## src/rtl/kb_ps2_ctrl.sv

```systemverilog
// PS/2 keyboard receiver with a scan-code FIFO, exposed as a DATA/STATUS bus slave.
// Frames are checked for start, odd parity and stop before the byte is queued.
module kb_ps2_ctrl #(
  parameter int FIFO_DEPTH = 16,
  parameter int TIMEOUT    = 5000
) (
  input  logic        clk,
  input  logic        RST_N,
  input  logic        ps2_clk,
  input  logic        ps2_data,
  input  logic [1:0]  offset,
  input  logic [31:0] wdata,
  input  logic [1:0]  WLEN,
  input  logic        EN_N,
  output logic        READY,
  output logic [31:0] rdata,
  output logic        irq
);
  localparam int AW = $clog2(FIFO_DEPTH);
  localparam int CW = AW + 1;
  localparam int TW = $clog2(TIMEOUT + 1);

  typedef enum logic [1:0] {S_IDLE, S_DATA, S_PARITY, S_STOP} rx_state_t;

  logic clk_s1, clk_s2, clk_d, dat_s1, dat_s2;
  logic fall, bit_in;

  // Synchronisers idle high so leaving reset never looks like a falling edge.
  always_ff @(posedge clk or negedge RST_N) begin
    if (!RST_N) begin
      clk_s1 <= 1'b1;
      clk_s2 <= 1'b1;
      clk_d  <= 1'b1;
      dat_s1 <= 1'b1;
      dat_s2 <= 1'b1;
    end else begin
      clk_s1 <= ps2_clk;
      clk_s2 <= clk_s1;
      clk_d  <= clk_s2;
      dat_s1 <= ps2_data;
      dat_s2 <= dat_s1;
    end
  end

  assign fall   = clk_d & ~clk_s2;
  assign bit_in = dat_s2;

  rx_state_t        state, state_nxt;
  logic [2:0]       bit_idx;
  logic [7:0]       shift;
  logic             par_bit;
  logic [TW-1:0]    to_cnt;
  logic             timeout, shift_en, par_en, push_req, perr_set;

  assign timeout = (state != S_IDLE) && !fall && (to_cnt == TW'(TIMEOUT));

  always_ff @(posedge clk or negedge RST_N) begin
    if (!RST_N) state <= S_IDLE;
    else        state <= state_nxt;
  end

  always_comb begin
    state_nxt = state;
    case (state)
      S_IDLE:   if (fall && !bit_in) state_nxt = S_DATA;
      S_DATA:   if (timeout) state_nxt = S_IDLE;
                else if (fall && bit_idx == 3'd7) state_nxt = S_PARITY;
      S_PARITY: if (timeout) state_nxt = S_IDLE;
                else if (fall) state_nxt = S_STOP;
      S_STOP:   if (timeout || fall) state_nxt = S_IDLE;
      default:  state_nxt = S_IDLE;
    endcase
  end

  always_comb begin
    shift_en = (state == S_DATA) && fall;
    par_en   = (state == S_PARITY) && fall;
    push_req = (state == S_STOP) && fall && bit_in && (^{shift, par_bit});
    perr_set = (state == S_STOP) && fall && !(bit_in && (^{shift, par_bit}));
  end

  always_ff @(posedge clk or negedge RST_N) begin
    if (!RST_N) begin
      bit_idx <= '0;
      shift   <= '0;
      par_bit <= 1'b0;
      to_cnt  <= '0;
    end else begin
      if (state == S_IDLE || fall || timeout) to_cnt <= '0;
      else                                    to_cnt <= to_cnt + TW'(1);
      if (state == S_IDLE)  bit_idx <= '0;
      else if (shift_en)    bit_idx <= bit_idx + 3'd1;
      // LSB arrives first, so new bits enter at the top and walk down.
      if (shift_en) shift   <= {bit_in, shift[7:1]};
      if (par_en)   par_bit <= bit_in;
    end
  end

  // Bus handshake: an access starts when EN_N is low and the slave is armed;
  // READY pulses with rdata valid on the next cycle, and the slave re-arms
  // only after EN_N returns high, so a held request is served once.
  logic [7:0]    mem [FIFO_DEPTH];
  logic [AW-1:0] wr_ptr, rd_ptr;
  logic [CW-1:0] count, count_nxt;
  logic          armed, start, is_write, empty, full, pop, push;
  logic          ovf, perr, ovf_set, clr_ovf, clr_perr;
  logic [31:0]   rd_val;
  logic          unused_wdata;

  assign unused_wdata = ^wdata[31:2];
  assign start    = !EN_N && armed;
  assign is_write = (WLEN != 2'b00);
  assign empty    = (count == '0);
  assign full     = (count == CW'(FIFO_DEPTH));
  assign pop      = start && !is_write && (offset == 2'd0) && !empty;
  assign push     = push_req && (!full || pop);
  assign ovf_set  = push_req && full && !pop;
  assign clr_ovf  = start && is_write && (offset == 2'd1) && wdata[0];
  assign clr_perr = start && is_write && (offset == 2'd1) && wdata[1];

  always_comb begin
    count_nxt = count;
    case ({push, pop})
      2'b10:   count_nxt = count + CW'(1);
      2'b01:   count_nxt = count - CW'(1);
      default: count_nxt = count;
    endcase
  end

  always_comb begin
    rd_val = '0;
    if (!is_write) begin
      case (offset)
        2'd0:    if (!empty) rd_val = {23'b0, 1'b1, mem[rd_ptr]};
        2'd1:    rd_val = {22'b0, perr, ovf, 8'(count)};
        default: rd_val = '0;
      endcase
    end
  end

  always_ff @(posedge clk) begin
    if (push) mem[wr_ptr] <= shift;
  end

  always_ff @(posedge clk or negedge RST_N) begin
    if (!RST_N) begin
      wr_ptr <= '0;
      rd_ptr <= '0;
      count  <= '0;
      irq    <= 1'b0;
      ovf    <= 1'b0;
      perr   <= 1'b0;
      armed  <= 1'b1;
      READY  <= 1'b0;
      rdata  <= '0;
    end else begin
      if (push) wr_ptr <= wr_ptr + AW'(1);
      if (pop)  rd_ptr <= rd_ptr + AW'(1);
      count <= count_nxt;
      irq   <= (count_nxt != '0);
      // A set event in the same cycle overrides a software clear.
      if (ovf_set)       ovf <= 1'b1;
      else if (clr_ovf)  ovf <= 1'b0;
      if (perr_set)      perr <= 1'b1;
      else if (clr_perr) perr <= 1'b0;
      if (EN_N)       armed <= 1'b1;
      else if (start) armed <= 1'b0;
      READY <= start;
      if (start) rdata <= rd_val;
    end
  end
endmodule

```

## config.mk

```make
export PLATFORM = sky130hd
export DESIGN_NAME = kb_ps2_ctrl
export DESIGN_NICKNAME = d
export VERILOG_FILES = /design/src/rtl/kb_ps2_ctrl.sv
export SDC_FILE = /design/constraint.sdc
export NUM_CORES = 1
export LEC_CHECK = 0
export ABC_CLOCK_PERIOD_IN_PS = 3300
export CAP_MARGIN = 10
export CORE_MARGIN = 8
export CORE_UTILIZATION = 52
export DETAILED_ROUTE_END_ITERATION = 10
export PLACE_DENSITY_LB_ADDON = 0.05
export SETUP_SLACK_MARGIN = 0.2
export SLEW_MARGIN = 20
export SYNTH_ARGS = -nofsm -noshare
export SYNTH_HDL_FRONTEND = slang
export SYNTH_SLANG_ARGS = --single-unit
export TNS_END_PERCENT = 10
```

## constraint.sdc

```tcl
create_clock -name clk -period 3.3 [get_ports clk]
set_clock_uncertainty 0.2 [all_clocks]
set_input_delay 0.66 -clock clk [delete_from_list [all_inputs] [get_ports clk]]
set_output_delay 0.66 -clock clk [all_outputs]
set_load 0.01 [all_outputs]
```

==> out/metrics.yaml, run 1 <==
r2r_end: "irq$_DFF_PN0_"
synth_area_leaders: "edfxtp_1, dfrtp_1, mux4_2"
clockRootBuffer: "clkbuf_16"
cts_tree: "yes"
power.internal_mw: 4.81
leakage_nw: 3.55
fillerInstances: 1113
vdd_drop_max_mv: 0.421
p_per_area_nw_per_um2: 688
final_antenna_net_count: 0
slew_headroom: 0.397
swShare: 0.260
hold_buffers: 0
fp.coreArea_um2: 15000
place.gp.congestion: 0.816
max_slew.worst_pin.slew_ps: 903
worst_path_dominant_cell_family: "simple AND/OR/NAND/NOR gates"
clock-sinks: 188
grt_pass1_wl_um: 24600
dr_total_vias: 4253
start_kind: "register"
synth-edff-count: 128
period_share: 0.943
critPathBufInv: 0
critPathMaxStageDelay_ps: 430
cp.depth: 10
areaGrowthSynthToFinish_pct: 19.0
yosys_warnings: 0
final_cell_mix: "edfxtp_1, dfrtp_1, buf_4, mux4_2, nand2_1"
p_seq_frac: 0.448
async_flop_share: 0.319
clock_path_buffers: 2
layout-drive-gt1-share: 0.275
drc: 0
status: "finished clean"
path_cells: "xor3_1 > or3_4 > mux2i_4 > nor2_1 > xor2_1 > ha_2 > or4_1 > mux2i_1 > xor2_1 > or4_1"
drt_iter0_markers: 285
fp.dieW_um: 140
cts_max_level: 4
power_switching_mw: 1.69
fp-row-count: 45
drt-total-wl_um: 15200
synth.avg_cell_area_um2: 16.3
antenna_found_initial: 0
synth_sequential_area_ratio: 0.674
die-area_um2: 19500
r2r_setup_slack_ps: 190
final.setup.tns_ps: 0
slew_violations: 0
path_clk_slew_ps: 70
rr_worst_depth: 10
cts-buffers-inserted: 17
crit_type: "register to register"
drtPass1Iterations: 4
power_mw: 6.50
yosysTopAreaCellShare: 0.484
fmax_mhz: 321
grt_use_total: 0.164
synth_cells: 488
drv_cap: 0
antenna_cells: 0
die_height_um: 140
ys_seq_elements: 188
final_common_cell: "edfxtp_1"
grt_pass1_vias: 4474
crit_path_max_fanout: 3
slowest_stage: "xor3_1"
grt_setup_unrepaired: "true"
combPwrFrac: 0.210
multi_input_area_um2: 2430
hold_viol_final: 0
viasPerCell: 5.57
portBuffers: 22
synth_area_um2: 7940
wire_per_inst_um: 19.9
p_clk_frac: 0.342
worst_ep_arrival_time_ps: 3190
synth_top_flop_cell: "edfxtp_1"
hold_class: "primary input to async pin"
grt_max_degree: 37
clk_latency_ps: 420
crit_start: "par_bit$_DFFE_PN0P_"
dpl.hpwl_um: 10400
r2r_start: "par_bit$_DFFE_PN0P_"
worstPathRequired_ps: 3380
fin_nets: 613
setup_viol: 0
fin_crit_ps: 3110
regArea_um2: 5360
cp-endpoint: "irq$_DFF_PN0_"
io_pins: 75
ys_types: 48
grt_overflow: 0
end_kind: "register"
start_util: 0.528
yosysTopAreaCell: "edfxtp_1"
## power groups by stage
stage / clock [mW] / combinational (mW) / sequential [mW]
CTS: 2.26 / 1.39 / 2.91
detailed placement: 0 / 1.36 / 2.96
global placement: 0 / 1.35 / 2.96
finish: 2.22 / 1.36 / 2.91
floorplan: 0 / 0.878 / 3.00
global route: 2.37 / 1.48 / 2.93
## layout make-up
class / count / share of cell area
flip-flops and latches: 188 / 0.567
clock inverters: 14 / 0.0229
repair buffers: 80 / 0.0795
well taps: 188 / 0.0249
inverters: 7 / 0.00278
multi-input cells: 268 / 0.258
clock buffers: 18 / 0.0454
## logic make-up after synthesis
| logic type | share of synthesized area |
|---|---|
| compound gates | 0.0443 |
| xor+xnor | 0.0345 |
| fa+ha+maj | 0.0158 |
| buf+inv | 0.0364 |
| flops | 0.674 |
| mux | 0.124 |
| other cells | 0.000472 |
| simple gates | 0.0701 |
## stage by stage
stage / area, um^2 / utilization / cells / hold slack (ps) / worst slack (ps)
2_1_floorplan: 8070 / - / 509 / 145 / 5.59
3_3_place_gp: 8750 / 0.582 / 726 / 145 / -210
3_5_place_dp: 8750 / 0.582 / 726 / 148 / -247
4_1_cts: 9430 / 0.627 / 762 / 153 / 180
5_1_grt: 9450 / 0.628 / 763 / 166 / 45.2
6_report: 9450 / 0.628 / 763 / 136 / 187
## per-layer routing
| metal | GRT usage | wire (um) | vias to the layer above |
|---|---|---|---|
| met5 | 0 | 0 | - |
| met4 | 0.0509 | 153 | 0 |
| met3 | 0.0366 | 558 | 10 |
| met2 | 0.268 | 7670 | 67 |
| met1 | 0.215 | 6820 | 2209 |
| li1 | - | - | 1967 |
## synthesized netlist by cell type (all sizes together) (3+ instances only)
cell type	count
edfxtp	128
dfrtp	54
mux4	35
buf	30
nand2	28
nor2	22
clkbuf	16
xnor2	13
xor2	13
a21oi	11
mux2	11
o21ai	11
a22o	10
a22oi	10
ha	10
nand3	10
inv	7
and3	6
dfstp	6
mux2i	6
nor2b	6
nor3b	6
and4	4
and2	3
nor3	3
nor4	3
or4	3
## sequential cells by signal, summed over array words and instances, names as in the netlist, 2 cells and up
| signal | cells |
|---|---|
| mem | 128 |
| to_cnt | 13 |
| rdata | 10 |
| shift | 8 |
| count | 5 |
| rd_ptr | 4 |
| wr_ptr | 4 |
| bit_idx | 3 |
| state | 2 |
## worst reg2reg max path, cell delays in order (launching register included)
cell,delay (ps)
dfrtp_1,350
xor3_1,430
or3_4,350
mux2i_4,180
nor2_1,70
xor2_1,160
ha_2,180
or4_1,390
mux2i_1,180
xor2_1,100
or4_1,400
## timing repair
action	in CTS	in global routing
pin swaps	2	1
setup endpoints to repair	1	1
resized for setup	0	2
hold endpoints to repair	0	0
buffers inserted	4	1
## how the worst min path moves through the flow
| stage | depth (start not counted) | end | slack [ps] |
|---|---|---|---|
| after CTS | 1 | rdata[6]$_DFFE_PN0P_ | 150 |
| final | 1 | rdata[5]$_DFFE_PN0P_ | 140 |
| after global routing | 0 | clk_s2$_DFF_PN1_ | 170 |
| after global placement | 0 | clk_s2$_DFF_PN1_ | 150 |
| after floorplan | 0 | bit_in$_DFF_PN1_ | 150 |
| after detailed placement | 0 | clk_s2$_DFF_PN1_ | 150 |
Note: power is estimated with default switching activity, not from simulation.
==> run 2: changes to the inputs <==
CORE_MARGIN = 2   (was 8)
TNS_END_PERCENT = unset   (was 10)
==> out/metrics.yaml, run 2 (synthesis results as in run 1) <==
fin_crit_ps: 3110  # -4.90 ps
grt_setup_unrepaired: "true"
hold_class: "primary input to async pin"
slew_headroom: 0.380  # -0.0171
hold_viol_final: 0  # unchanged
design_area_um2: 9540  # +0.95%
drc: 0  # unchanged
dpl.hpwl_um: 10300  # -1.5%
fmax_mhz: 322  # +0.16%
wire_per_inst_um: 19.8  # -0.73%
grt_overflow: 0  # unchanged
place.gp.congestion: 0.875  # +7.2%
final_antenna_net_count: 0  # unchanged
top_regs: "mem x128, to_cnt x13, rdata x10"
fp.dieW_um: 128  # -8.6%
top_register: "mem"
areaGrowthSynthToFinish_pct: 20.2
fp.coreArea_um2: 15000  # unchanged
antenna_cells: 0  # unchanged
drt-total-wl_um: 15100  # -0.99%
fin_util: 0.634  # +0.00599
cts-buffers-inserted: 17  # unchanged
worst_ep_arrival_time_ps: 3200  # about the same
final.setup.worst_slack_ps: 192  # +4.90 ps
grt_pass1_wl_um: 24200  # -1.7%
leakage_nw: 3.54  # -0.19%
max_slew.worst_pin.slew_ps: 929  # +25.6 ps
r2r_end: "irq$_DFF_PN0_"
whs_ps: 96.8  # -38.7 ps
antenna_found_initial: 0  # unchanged
clock-sinks: 188  # unchanged
final.setup.tns_ps: 0  # unchanged
status: "finished clean"
crit_top_cell: "xor2_1"
die-area_um2: 16300  # -16%
vdd_drop_max_mv: 0.599  # +42%
layout-drive-gt1-share: 0.283  # +0.00794
end_kind: "register"
crit_path_max_fanout: 4  # +1
clock_path_buffers: 2  # unchanged
grt_pass1_vias: 4246  # -5.1%
fillerInstances: 1057  # -5.0%
rr_worst_depth: 10  # unchanged
final_common_cell: "edfxtp_1"
setup_viol: 0  # unchanged
clockRootBuffer: "clkbuf_16"
grt_use_total: 0.200  # +0.0360
portBuffers: 22  # unchanged
r2r_setup_slack_ps: 190  # about the same
worstPathRequired_ps: 3400  # +20 ps
critPathBufInv: 0  # unchanged
grt_max_degree: 36  # -2.7%
r2r_start: "shift[1]$_DFFE_PN0P_"
period_share: 0.942  # -0.00148
dr_total_vias: 4329  # +1.8%
die_height_um: 128  # -8.6%
worst_path_dominant_cell_family: "XOR/XNOR gates"
fin_nets: 611  # -0.33%
path_clk_slew_ps: 70  # about the same
io_pins: 75  # unchanged
viasPerCell: 5.69  # +2.1%
cts_tree: "yes"
drt_iter0_markers: 347  # +22%
cts_max_level: 4  # unchanged
start_kind: "register"
critPathMaxStageDelay_ps: 490  # +60 ps
slowest_stage: "xnor3_2"
dpl_cell_area_um2: 8870  # +1.3%
drtPass1Iterations: 5  # +1
crit_type: "register to register"
clk_latency_ps: 420  # about the same
drv_cap: 0  # unchanged
largest_register_ffs: 128  # unchanged
hold_buffers: 0  # unchanged
p_per_area_nw_per_um2: 675  # -1.8%
start_util: 0.528  # unchanged
dp_slack_ps: -286  # -38.9 ps
slew_violations: 0  # unchanged
final_cell_mix: "edfxtp_1, dfrtp_1, buf_4, mux4_2, nand2_1"
fp-row-count: 45  # unchanged
path_cells: "xor2_1 > xnor3_2 > mux2i_4 > nor2_2 > xor2_1 > ha_2 > or4_1 > mux2i_1 > xor2_1 > or4_1"
-- run 2: changes by cell type in the layout (fill, tap and decap cells not counted), sizes merged --
| cell | before | now |
|---|---|---|
| clkinv | 6 | 7 |
| inv | 10 | 9 |
| bufinv | 5 | 3 |
| clkinvlp | 0 | 1 |
| clkbuf | 18 | 19 |
| buf | 59 | 57 |
-- run 2: cell type report --
| class | instances | area [um^2] | area share |
|---|---|---|---|
| tap | 188 | 235 | 0.0247 |
| multi-input combinational | 268 | 2490 | 0.261 |
| inverter | 7 | 26.3 | 0.00275 |
| timing repair buffer | 78 | 811 | 0.0850 |
| clock inverter | 13 | 165 | 0.0173 |
| clock buffer | 19 | 453 | 0.0475 |
| sequential | 188 | 5360 | 0.561 |
-- run 2: per-stage QoR --
step                      power, mW  instances
after floorplan                3.88        509
after global placement         4.31        728
after detailed placement       4.33        728
after CTS                      6.48        761
after global routing           6.71        761
final                          6.44        761
-- run 2: metal layers --
metal	vias up	wire length [um]	part of all wire	GRT usage
met5	-	0	0	0
met4	0	187	0.012	0.0601
met3	16	836	0.056	0.0343
met2	132	7140	0.47	0.301
met1	2220	6890	0.46	0.303
li1	1961	-	-	-
-- run 2: report_power, final --
part	total [mW]	internal, mW	switching [mW]
clock network	2.10	1.24	0.861
registers	2.92	2.79	0.125
logic	1.43	0.699	0.727
-- run 2: worst max path at each step --
| stage | endpoint | slack, ps | depth (start not counted) | startpoint |
|---|---|---|---|---|
| 3_5_place_dp | irq$_DFF_PN0_ | -290 | 11 | EN_N |
| 3_3_place_gp | irq$_DFF_PN0_ | -240 | 11 | EN_N |
| 4_1_cts | irq$_DFF_PN0_ | 180 | 10 | shift[1]$_DFFE_PN0P_ |
| 2_1_floorplan | irq$_DFF_PN0_ | 6 | 10 | shift[0]$_DFFE_PN0P_ |
| 5_1_grt | irq$_DFF_PN0_ | 80 | 11 | EN_N |
| 6_report | irq$_DFF_PN0_ | 190 | 10 | shift[1]$_DFFE_PN0P_ |
-- run 2: timing repair --
action | CTS | global route
endpoints found under the setup margin | 1 | 25
resized for setup | 1 | 6
pin swaps | 4 | 2
buffers inserted | 1 | 0
-- run 2: worst reg2reg max path, stage by stage (launching register included) --
cell     delay [ps]
dfrtp_1         390
xor2_1          160
xnor3_2         490
mux2i_4         280
nor2_2           50
xor2_1          160
ha_2            200
or4_1           390
mux2i_1         170
xor2_1          100
or4_1           400
